`src/rtl/regfile_dump_ctrl.sv`:
```
// regfile_dump_ctrl: walks the register file debug read port over every
// address and streams each register to the debug UART, one byte at a time,
// most significant byte first. All outputs come straight from flops.
module regfile_dump_ctrl #(
  parameter int B  = 32,  // register width, multiple of NB
  parameter int W  = 5,   // register address width
  parameter int NB = 8    // transmitted byte width
) (
  input  logic          i_clk,
  input  logic          i_reset,
  input  logic          i_start,
  input  logic [B-1:0]  i_reg_data,
  input  logic          i_tx_done,
  output logic [W-1:0]  o_reg_addr,
  output logic [NB-1:0] o_tx_data,
  output logic          o_tx_start,
  output logic          o_busy,
  output logic          o_done
);

  localparam int NBYTES = B / NB;
  localparam int CW     = (NBYTES > 1) ? $clog2(NBYTES) : 1;

  localparam logic [CW-1:0] LAST_BYTE = CW'(NBYTES - 1);
  localparam logic [W-1:0]  LAST_ADDR = {W{1'b1}};

  typedef enum logic [2:0] {
    S_IDLE,
    S_LOAD,
    S_SEND,
    S_WAIT,
    S_NEXT,
    S_DONE
  } state_t;

  state_t         state_q, state_d;
  logic [B-1:0]   shift_q, shift_d;
  logic [CW-1:0]  cnt_q, cnt_d;
  logic [W-1:0]   addr_q, addr_d;
  logic [NB-1:0]  tx_data_q, tx_data_d;
  logic           tx_start_q, tx_start_d;
  logic           busy_q, busy_d;
  logic           done_q, done_d;

  // State and datapath registers; reset returns everything to a quiet IDLE.
  always_ff @(posedge i_clk) begin
    if (i_reset) begin
      state_q    <= S_IDLE;
      shift_q    <= '0;
      cnt_q      <= '0;
      addr_q     <= '0;
      tx_data_q  <= '0;
      tx_start_q <= 1'b0;
      busy_q     <= 1'b0;
      done_q     <= 1'b0;
    end else begin
      state_q    <= state_d;
      shift_q    <= shift_d;
      cnt_q      <= cnt_d;
      addr_q     <= addr_d;
      tx_data_q  <= tx_data_d;
      tx_start_q <= tx_start_d;
      busy_q     <= busy_d;
      done_q     <= done_d;
    end
  end

  // Next-state logic; busy/done are derived from the next state so the
  // registered flags line up with the state they describe.
  always_comb begin
    state_d    = state_q;
    shift_d    = shift_q;
    cnt_d      = cnt_q;
    addr_d     = addr_q;
    tx_data_d  = tx_data_q;
    tx_start_d = 1'b0;

    case (state_q)
      S_IDLE: begin
        if (i_start) begin
          state_d = S_LOAD;
        end
      end
      S_LOAD: begin
        // Address has been stable for a full cycle, so the async read settled.
        shift_d = i_reg_data;
        cnt_d   = '0;
        state_d = S_SEND;
      end
      S_SEND: begin
        tx_data_d  = shift_q[B-1 -: NB];
        tx_start_d = 1'b1;
        state_d    = S_WAIT;
      end
      S_WAIT: begin
        // A done arriving together with the start pulse is accepted here too.
        if (i_tx_done) begin
          if (cnt_q == LAST_BYTE) begin
            state_d = S_NEXT;
          end else begin
            shift_d = shift_q << NB;
            cnt_d   = cnt_q + 1'b1;
            state_d = S_SEND;
          end
        end
      end
      S_NEXT: begin
        if (addr_q == LAST_ADDR) begin
          addr_d  = '0;
          state_d = S_DONE;
        end else begin
          addr_d  = addr_q + 1'b1;
          state_d = S_LOAD;
        end
      end
      S_DONE: begin
        state_d = S_IDLE;
      end
      default: begin
        state_d = S_IDLE;
      end
    endcase

    busy_d = (state_d != S_IDLE);
    done_d = (state_d == S_DONE);
  end

  assign o_reg_addr = addr_q;
  assign o_tx_data  = tx_data_q;
  assign o_tx_start = tx_start_q;
  assign o_busy     = busy_q;
  assign o_done     = done_q;

endmodule

```
`config.mk`:
```
export PLATFORM = sky130hd
export DESIGN_NAME = regfile_dump_ctrl
export DESIGN_NICKNAME = d
export VERILOG_FILES = /design/src/rtl/regfile_dump_ctrl.sv
export SDC_FILE = /design/constraint.sdc
export NUM_CORES = 1
export LEC_CHECK = 0
export CAP_MARGIN = 5
export CORE_MARGIN = 4
export CORE_UTILIZATION = 27
export DETAILED_ROUTE_END_ITERATION = 10
export HOLD_SLACK_MARGIN = 0.15
export SLEW_MARGIN = 30
export SYNTH_ARGS = -nofsm -noshare
export SYNTH_HDL_FRONTEND = slang
export SYNTH_SLANG_ARGS = --single-unit
```
`constraint.sdc`:
```
create_clock -name i_clk -period 1.95 [get_ports i_clk]
set_clock_uncertainty 0.05 [all_clocks]
set_input_delay 0.195 -clock i_clk [delete_from_list [all_inputs] [get_ports i_clk]]
set_output_delay 0.195 -clock i_clk [all_outputs]
set_load 0.03 [all_outputs]
```
# Yosys cells after proc, flatten, opt, wreduce, memory -nomap -nowiden
# Index checks and enable logic that the tools add are counted.
# Widths: inputs -> output; s select.
# op_classes
n_eq_ne,9
n_mux,13
reduce_logical,4
addsub,2
# op_table
cell,n
$mux 32,2
$pmux 32 s2,1
$pmux 3 s5,1
$mux 3,4
$eq 3x2->1 const B,2
$eq 3x3->1 const B,2
$add 5x1->5 const B,1
$eq 5x5->1 const B,1
$mux 5,1
$mux 2,2
$ne 2x2->1 const B,2
$pmux 2 s2,1
$eq 3x1->1 const B,1
$logic_not 3->1,1
$reduce_and 3->1,1
$reduce_bool 3->1,1
$add 2x1->2 const B,1
$eq 2x2->1 const B,1
$reduce_bool 2->1,1
$mux 1,1
# totals
elab_cells,36
register_bits,53

# Logic depth before layout (Yosys ltp)
# Gate-level depths: netlist (run 1).
# logic_depth
word_depth,5
mapped_depth,6
mapped_depth_nobuf,6

# Worst setup path before layout (run 1)
# No wires, ideal clock.
# synth_timing
path_type,reg-to-reg
from,"reg addr_q[0], in the netlist o_reg_addr[0]"
to,"reg addr_q[3], in the netlist o_reg_addr[3]"
required_time_ns,1.829
setup_slack_ns,0.129
path_stages_with_launch,6
setup_ns,0.071
period_less_slack_ns,1.821
arrival_time_ns,1.701
cell_sequence,dfxtp_1 -> ha_1 -> and3_1 -> ha_1 -> or4_1 -> a21oi_1
# synth_between
elab_chain_len,2
elab_cells_between_ends,3
classes_between,1 x add/sub; 1 x eq/ne; 1 x mux
# synth_lines
element,line,text
start: declaration,39,"logic [W-1:0] addr_q, addr_d;"
start signal: assignment,60,addr_q <= addr_d;
$add 5x1->5 / $eq 5x5->1 (equally long branches),"112, 108",
$mux 5 *,108,if (addr_q == LAST_ADDR) begin
# Every way passes the cells marked *; elsewhere a longest branch is shown, timed or not.
# A chain may end at the register's enable or synchronous reset.

# Final worst setup path (run 1)
# layout_timing
from,reg state_q[2]
to,reg shift_q[26]
# layout_between
elab_chain_len,3
elab_cells_between_ends,7
classes_between,4 x eq/ne; 1 x mux; 2 x reduce/logical
# layout_lines
element,line,text
start: declaration,36,"state_t state_q, state_d;"
start signal: assignment,57,state_q <= state_d;
$eq 3x2->1 / $eq 3x1->1 (equally long branches),78,case (state_q)
$ne 2x2->1 (no line) / $reduce_bool 2->1 (equally long branches),--,
$reduce_and 3->1 (no line),--,
end signal: assignment,58,shift_q <= shift_d;
end: declaration,37,"logic [B-1:0] shift_q, shift_d;"
# Parallel ways exist; a longest one is shown, timed or not.

==> key figures, run 1 <==
Status
  – Status: completed

Placement
  – HPWL Detailed: 3950 um
  – Pre-CTS setup slack: 104 ps
  – Placer Congestion: 0.711
  – Port Buffers: 51
  – Placed Instance Area: 3020 um^2

Drt
  – TritonRoute pass-1 iters: 4
  – Antenna viol nets, final: 0
  – Routed vias: 1977
  – Initial drt markers: 77
  – Drc violations: 0
  – Drt total wl: 5790 um
  – Post-DR wirelength/cell: 15.1 um
  – Vias per inst: 5.16

GRT
  – GR Util All Layers: 11.1%
  – Vias in the first global route: 1865
  – First-pass GRT wire length: 9270 um
  – Largest net degree at the start of global routing: 51
  – Initial antenna violation count: 0
  – Gr ovfl total: 0

Finish
  – Inserted Diodes: 0
  – Most common cell after layout, fill and taps aside: dfxtp_1
  – Layout cells sized above 1: 16.2%
  – Commonest cells after routing, fill and taps aside: 52 x dfxtp_1, 51 x clkdlybuf4s50_1, 32 x mux2i_1
  – Finished Cell Area: 3130 um^2
  – Layout area overhead: 32.7%
  – Fin util: 37.5%
  – Layout net count: 316

Clocking
  – Inserted Clock Buffers: 5
  – CTS tree: done
  – Post-CTS Resized: 0
  – H-tree depth: 2
  – Post-CTS setup buffer count: 0
  – Root buffer cell: clkbuf_8
  – # hold bufs at CTS: 0
  – Clk Latency, worst-skew pair: 310 ps
  – Clock Sink Count: 53
  – Clock Path Buffers: 2
  – Clk slew on worst S/H paths: 100 ps

STA
  – Hold Fails Final Rpt: 0
  – Setup ws final: 129 ps
  – Setup violations, final: 0
  – Max Clk Rate: 549 MHz
  – Tcrit/Tclk final: 93.4%
  – Slew Viols, Final: 0
  – Max_slew headroom: 63.6%
  – Worst slew pin tran: 546 ps
  – Period minus WS final: 1820 ps
  – Post-route setup TNS: 0 ps
  – RSZ-0062 raised after global routing: false

Run
  – Max Cap Violations: 0

Worst setup path
  – CP max stage cell: nand2b_1
  – Crit Path Max Fanout: 16
  – Req. time, crit path: 2160 ps
  – Critical path's top delay family: compound AO/OA/AOI/OAI gates
  – R2R depth: 4
  – Cell Chain, Critical Path: nand2b_1 > buf_4 > a2111oi_0 > a31o_2
  – WP depth: 4
  – CP max stage delay: 420 ps
  – Crit start category: flop
  – FF-to-FF setup slack: 130 ps
  – WP buf/inv: 1
  – Worst EP arrival: 2030 ps
  – CP Capture Type: flop
  – WS Path Type: reg -> reg

Logic synthesis
  – Warnings from Yosys: 0
  – Avg Synthesized Cell Area: 10.2 um^2
  – Synth Flop Type: dfxtp_1
  – Synth unique cells: 33
  – Top post-synthesis cells by area: dfxtp_1 45%, mux2i_1 14%, a2111oi_0 8.9%, a31o_2 8.5%, a22o_1 3.3%
  – #FFs+latches synth: 53
  – Ys async rst share: 0%
  – Net Count, Synth: 271
  – Share of the synthesized area in the top cell type: 45.0%
  – Sequential area share after synthesis: 45.0%
  – Cells after Synth: 232
  – Biggest area consumer among synthesized cells: dfxtp_1
  – Post-synth EDFFs: 0
  – Post-Syn Area: 2360 um^2

Power
  – Tot Pwr: 2220 uW
  – Worst IR drop on VDD: 0.301 mV
  – PD cells: 708 nW/um^2
  – Leak pwr: 0.00109 uW

Floorplan
  – Die ar.: 10300 um^2
  – Die Wd: 101 um
  – Starting density of the core: 28.3%
  – Row count: 33
  – Die outline height: 101 um
  – Core region area: 8340 um^2
  – Ports: 52

Min path
  – Hold depth: 2
  – Hold Path Class: in -> reg
==> worst reg2reg max path, cell delays in order, from the launching register on <==
cell	delay (ps)
dfxtp_1	400
nand2b_1	420
buf_4	320
a2111oi_0	420
a31o_2	170
==> cells by family after synthesis <==
family / share of synthesized area, %
buffers and inverters: 5.15
DFF: 45.0
AOI/OAI and AO/OA: 25.4
muxes: 13.6
and+or+nand+nor: 9.34
adders and majority gates: 1.59
==> per-layer routing <==
layer	up-vias	track usage, %	share of wire, %
met2	35	17.1	47
met5	-	0	0
met3	4	2.48	3.4
met4	0	3.07	0.50
met1	949	15.6	49
li1	989	-	-
==> per-stage QoR <==
stage	instances	hold slack [ps]
2_1_floorplan	232	278
3_3_place_gp	375	408
3_5_place_dp	375	411
4_1_cts	383	421
5_1_grt	383	422
6_report	383	431
==> worst paths after layout <==
check,startpoint,to
max,state_q[2],shift_q[26]
min,i_reg_data[6],shift_q[6]
max reg2reg,state_q[2],shift_q[26]
min reg2reg,shift_q[6],shift_q[6]
==> cells in the mapped netlist, drive strengths merged (3+ instances only) <==
master,number
dfxtp,53
mux2i,32
a2111oi,24
a31o,24
clkbuf,17
nor2,10
a22o,9
buf,8
a21oi,7
nand2,6
nand3,6
nor3,4
a31oi,3
ha,3
inv,3
nand2b,3
o21ai,3
or4,3
==> report_power, final <==
part | switching [uW] | internal, uW | total, uW | leakage, uW
clock | 383 | 296 | 678 | 0.0000518
sequential | 30.5 | 1130 | 1170 | 0.000431
combinational | 180 | 193 | 373 | 0.000608
total | 593 | 1620 | 2220 | 0.00109
==> registers in the layout, summed over array words and instances (netlist names) <==
| name | flops |
|---|---|
| o_tx_data | 8 |
| o_reg_addr | 5 |
| cnt_q | 2 |
| o_busy | 1 |
| o_done | 1 |
| shift_q | 32 |
| o_tx_start | 1 |
| state_q | 3 |
==> cell type report <==
type,instances,area (um^2)
Fill cell,830,5210
Clock inverter,2,17.5
Tap cell,105,131
Inverter,4,15.0
Clock buffer,6,82.6
Timing Repair Buffer,63,638
Multi-Input combinational cell,150,1180
Sequential cell,53,1060
No activity file was read; power rests on OpenSTA's default activity.
==> run 2: changes to the inputs <==
--- a/config.mk
+++ b/config.mk
@@ -10,6 +10,7 @@
 export CORE_UTILIZATION = 27
 export DETAILED_ROUTE_END_ITERATION = 10
 export HOLD_SLACK_MARGIN = 0.15
+export MAX_ROUTING_LAYER = met4
 export SLEW_MARGIN = 30
 export SYNTH_ARGS = -nofsm -noshare
 export SYNTH_HDL_FRONTEND = slang
==> constraint.sdc (replaced) <==
create_clock -name i_clk -period 1.95 [get_ports i_clk]
set_clock_uncertainty 0.05 [all_clocks]
set_input_delay 0.195 -clock i_clk [delete_from_list [all_inputs] [get_ports i_clk]]
set_output_delay 0.195 -clock i_clk [all_outputs]
set_load 0.1 [all_outputs]
==> run 2 against run 1 <==
Effect of this change: via count grew 0.46%; worst hold slack lost 9.2 ps; core utilization is essentially flat; routed wire length shrank 0.66%; final area is essentially flat; flip-flop and latch count is the same; register-to-register slack gained 20 ps; final cell count is the same; die area is the same.
==> key figures, run 2 (synthesis gave the netlist of run 1 again) <==
Floorplan
  – Die Wd: 101 um
  – Row count: 33
  – Core region area: 8340 um^2
  – Starting density of the core: 28.3%
  – Ports: 52
  – Die ar.: 10300 um^2
  – Die outline height: 101 um

STA
  – Max Clk Rate: 555 MHz
  – Post-route setup TNS: 0 ps
  – Hold Fails Final Rpt: 0
  – Max_slew headroom: 64.0%
  – Slew Viols, Final: 0
  – Worst slew pin tran: 527 ps
  – Tcrit/Tclk final: 92.3%
  – RSZ-0062 raised after global routing: false
  – Setup violations, final: 0
  – Period minus WS final: 1800 ps

Clocking
  – Clk slew on worst S/H paths: 100 ps
  – Inserted Clock Buffers: 5
  – CTS tree: done
  – Root buffer cell: clkbuf_8
  – Post-CTS setup buffer count: 0
  – Clock Path Buffers: 2
  – Clock Sink Count: 53
  – H-tree depth: 2
  – Clk Latency, worst-skew pair: 310 ps
  – # hold bufs at CTS: 0

Drt
  – Antenna viol nets, final: 0
  – Post-DR wirelength/cell: 15.0 um
  – Routed vias: 1986
  – Drt total wl: 5750 um
  – Initial drt markers: 75
  – Vias per inst: 5.19
  – TritonRoute pass-1 iters: 4
  – Drc violations: 0

Worst setup path
  – Worst flop-to-flop path endpoint: shift_q[9]
  – Cell Chain, Critical Path: ha_1 > nand2b_1 > buf_12 > a2111oi_0 > buf_4 > a31o_2
  – WS Path Type: reg -> reg
  – Req. time, crit path: 2170 ps
  – Worst EP arrival: 2020 ps
  – Crit Path Max Fanout: 28
  – Crit path to: shift_q[9]
  – Critical R2R Launch: cnt_q[0]
  – CP max stage cell: a2111oi_0
  – Crit. Startpoint: cnt_q[0]
  – CP max stage delay: 450 ps
  – FF-to-FF setup slack: 150 ps
  – Crit start category: flop
  – R2R depth: 6
  – CP Capture Type: flop

Placement
  – HPWL Detailed: 3950 um
  – Placer Congestion: 0.719
  – Port Buffers: 51
  – Placed cell count: 375

Finish
  – Layout cells sized above 1: 23.0%
  – Max reg flops: 32
  – Commonest cells after routing, fill and taps aside: 49 x dfxtp_1, 35 x clkdlybuf4s50_1, 32 x mux2i_1
  – Layout net count: 316
  – Fin cells: 383
  – Inserted Diodes: 0
  – Most flops, register: shift_q
  – Layout fillers: 850
  – Most common cell after layout, fill and taps aside: dfxtp_1
  – Layout area overhead: 32.7%

GRT
  – GR Util All Layers: 11.7%
  – Initial antenna violation count: 0
  – Gr ovfl total: 0
  – Vias in the first global route: 1915
  – First-pass GRT wire length: 9280 um
  – Largest net degree at the start of global routing: 50

Min path
  – Hold Path Class: in -> reg

Status
  – Status: completed

Power
  – Leak pwr: 0.00114 uW
  – PD cells: 788 nW/um^2
  – Tot Pwr: 2470 uW
  – Worst IR drop on VDD: 0.314 mV

Run
  – Max Cap Violations: 0
-- run 2: cell count changes in the layout (fill, tap and decap cells not counted) --
cell	change
buf_4	+16
bufinv_16	+2
clkbuf_8	-1
clkdlybuf4s50_1	-16
clkinv_4	-1
dfxtp_1	-3
dfxtp_2	+3
-- run 2: layout make-up --
type	instances	area (um^2)	area share, %
repair buffers	63	598	19.1
inverters	4	15.0	0.480
flip-flops and latches	53	1070	34.1
clock inverters	3	68.8	2.20
well taps	105	131	4.20
multi-input cells	150	1180	37.8
clock buffers	5	68.8	2.20
-- run 2: how the worst min path moves through the flow --
stage / from / endpoint / slack [ps] / cells past startpoint
after global routing: i_reg_data[1] / shift_q[1] / 430 / 2
after global placement: shift_q[3] / shift_q[3] / 410 / 1
after detailed placement: shift_q[6] / shift_q[6] / 410 / 1
after CTS: i_reg_data[1] / shift_q[1] / 420 / 2
after floorplan: i_reg_data[0] / shift_q[0] / 280 / 1
final: i_reg_data[1] / shift_q[1] / 420 / 2
-- run 2: where the power goes --
part / switching [uW] / internal, uW / total [uW]
combinational: 211 / 189 / 400
sequential: 30.0 / 1130 / 1160
clock: 384 / 517 / 901
total: 625 / 1840 / 2470
-- run 2: layer usage --
layer	global-route usage (%)	vias up	wire length [um]
li1	-	984	-
met1	15.3	948	2710
met2	17.9	46	2720
met3	2.48	8	231
met4	3.99	0	85
met5	-	-	0
-- run 2: worst max-delay path: cells and delay by family (launching register included) --
family                     cells  cell delay (ps)
AOI/OAI and AO/OA              2              540
buffers and inverters          2              370
DFF                            1              350
adders and majority gates      1              240
and+or+nand+nor                1              190
-- run 2: per-stage QoR --
stage / instance area, um^2 / setup slack, ps / hold slack, ps / utilization, %
floorplan: 2360 / 13.2 / 278 / -
global placement: 2990 / 123 / 407 / 35.8
detailed placement: 2990 / 104 / 411 / 35.8
CTS: 3120 / 130 / 422 / 37.5
global route: 3130 / 8.27 / 429 / 37.5
finish: 3130 / 149 / 422 / 37.5
-- run 2: timing repair --
item,CTS,global route
hold endpoints to repair,0,0
endpoints found under the setup margin,0,8
gates resized for setup,0,1
==> run 3: changes to the inputs <==
--- a/config.mk
+++ b/config.mk
@@ -6,7 +6,7 @@
 export NUM_CORES = 1
 export LEC_CHECK = 0
 export CAP_MARGIN = 5
-export CORE_MARGIN = 4
+export CORE_MARGIN = 3
 export CORE_UTILIZATION = 27
 export DETAILED_ROUTE_END_ITERATION = 10
 export HOLD_SLACK_MARGIN = 0.15
==> run 3 against run 2 <==
Effect of this change: via count down 3.5%; combinational power down 3%; worst setup slack better by 22 ps; critical path depth down 1; maximum frequency up 1.2%; flip-flop and latch count unchanged; worst hold slack better by 8.8 ps; routed wire length down 4.5%; global-route usage down 0.10 points; clock power down 29%; final cell count down 0.78%; final area down 2.6%; critical endpoint is now shift_q[11].
==> key figures, run 3 (synthesis gave the netlist of run 1 again) <==
STA
  – Tcrit/Tclk final: 91.2%
  – Period minus WS final: 1780 ps
  – Max Clk Rate: 562 MHz
  – Worst slew pin tran: 769 ps
  – RSZ-0062 raised after global routing: false
  – Setup ws final: 171 ps
  – Setup violations, final: 0
  – WHS: 431 ps
  – Slew Viols, Final: 0
  – Hold Fails Final Rpt: 0
  – Post-route setup TNS: 0 ps
  – Max_slew headroom: 48.8%

Worst setup path
  – Req. time, crit path: 2150 ps
  – FF-to-FF setup slack: 170 ps
  – Worst flop-to-flop path endpoint: shift_q[11]
  – Crit start category: flop
  – R2R depth: 5
  – CP max stage cell: a2111oi_0
  – Worst EP arrival: 1980 ps
  – Cell Chain, Critical Path: ha_1 > nand2b_1 > buf_4 > a2111oi_0 > a31o_2
  – Crit Path Max Fanout: 17
  – WS Path Type: reg -> reg
  – Crit. Startpoint: cnt_q[0]
  – Crit path to: shift_q[11]
  – CP Capture Type: flop
  – CP max stage delay: 520 ps
  – Critical R2R Launch: cnt_q[0]

Clocking
  – CTS tree: done
  – Clk slew on worst S/H paths: 100 ps
  – Post-CTS setup buffer count: 0
  – Root buffer cell: clkbuf_8
  – H-tree depth: 2
  – Clock Path Buffers: 2
  – Inserted Clock Buffers: 5
  – Clk Latency, worst-skew pair: 300 ps
  – Clock Sink Count: 53

Min path
  – Hold depth: 1
  – Hold Path Class: reg -> reg

GRT
  – Vias in the first global route: 1941
  – Initial antenna violation count: 0
  – Largest net degree at the start of global routing: 45
  – Gr ovfl total: 0
  – GR Util All Layers: 11.6%
  – First-pass GRT wire length: 9280 um

Finish
  – Layout cells sized above 1: 22.2%
  – Commonest cells after routing, fill and taps aside: 49 x dfxtp_1, 35 x clkdlybuf4s50_1, 32 x mux2i_1
  – Most common cell after layout, fill and taps aside: dfxtp_1
  – Register area: 1070 um^2
  – Layout net count: 313
  – Layout area overhead: 29.3%
  – Max reg flops: 32
  – Area of the multi-input gates: 1180 um^2
  – Inserted Diodes: 0
  – Most flops, register: shift_q
  – Layout fillers: 865

Power
  – PD cells: 720 nW/um^2
  – Worst IR drop on VDD: 0.279 mV
  – Leak pwr: 0.00111 uW

Placement
  – Pre-CTS setup slack: 84.8 ps
  – Placer Congestion: 0.724
  – Port Buffers: 51
  – HPWL Detailed: 3830 um

Floorplan
  – Die ar.: 9890 um^2
  – Row count: 33
  – Core region area: 8340 um^2
  – Ports: 52
  – Die Wd: 99.5 um
  – Die outline height: 99.5 um
  – Starting density of the core: 28.3%

Drt
  – Drt total wl: 5490 um
  – Drc violations: 0
  – Antenna viol nets, final: 0
  – Routed vias: 1917
  – Vias per inst: 5.04
  – Initial drt markers: 119
  – TritonRoute pass-1 iters: 4
  – Post-DR wirelength/cell: 14.4 um

Run
  – Max Cap Violations: 0

Status
  – Status: completed
[run 3: cell count changes in the layout (fill, tap and decap cells not counted), sizes merged]
| cell | delta |
|---|---|
| buf | -3 |
| clkinv | +2 |
| clkbuf | +1 |
| bufinv | -2 |
| inv | -1 |
[run 3: layer usage]
metal | track usage (%) | routed length (um)
met5 | - | 0
met1 | 15.8 | 2780
met3 | 2.31 | 157
met2 | 17.8 | 2530
met4 | 2.52 | 29
[run 3: how the worst min path moves through the flow]
stage	startpoint	to
floorplan	i_reg_data[0]	shift_q[0]
global placement	shift_q[1]	shift_q[1]
detailed placement	shift_q[6]	shift_q[6]
CTS	i_reg_data[6]	shift_q[6]
global route	i_reg_data[6]	shift_q[6]
finish	shift_q[7]	shift_q[7]
[run 3: cell type report]
| cell class | count | share of cell area (%) |
|---|---|---|
| well taps | 105 | 4.31 |
| inverters | 4 | 0.492 |
| clock buffers | 6 | 2.71 |
| multi-input cells | 150 | 38.6 |
| clock inverters | 2 | 0.451 |
| repair buffers | 60 | 18.5 |
| flip-flops and latches | 53 | 35.0 |
[run 3: worst max-delay path: cells and delay by family (launching register included)]
kind | cells | cell delay [ps]
AO/OA/AOI/OAI | 2 | 690
adder cells (fa/ha/maj) | 1 | 240
buffers and inverters | 1 | 200
flip-flops | 1 | 340
AND/OR/NAND/NOR | 1 | 190
[run 3: power breakdown]
group | internal [uW] | switching (uW)
clock network | 288 | 353
logic | 181 | 208
registers | 1130 | 30.3
[run 3: what timing repair did]
| action | in CTS | in global routing |
|---|---|---|
| hold buffers | 0 | 0 |
| endpoints found under the hold margin | 0 | 0 |
| setup endpoints to repair | 0 | 1 |
| resized for setup | 0 | 1 |
[run 3: stage by stage]
step           power [uW]  instance area [um^2]  std cells  util (%)
6_report             2190                  3050        380      36.6
5_1_grt              2300                  3050        380      36.6
4_1_cts              2230                  3050        380      36.5
3_5_place_dp         1580                  2950        372      35.4
3_3_place_gp         1580                  2950        372      35.4
2_1_floorplan        1430                  2360        232         -
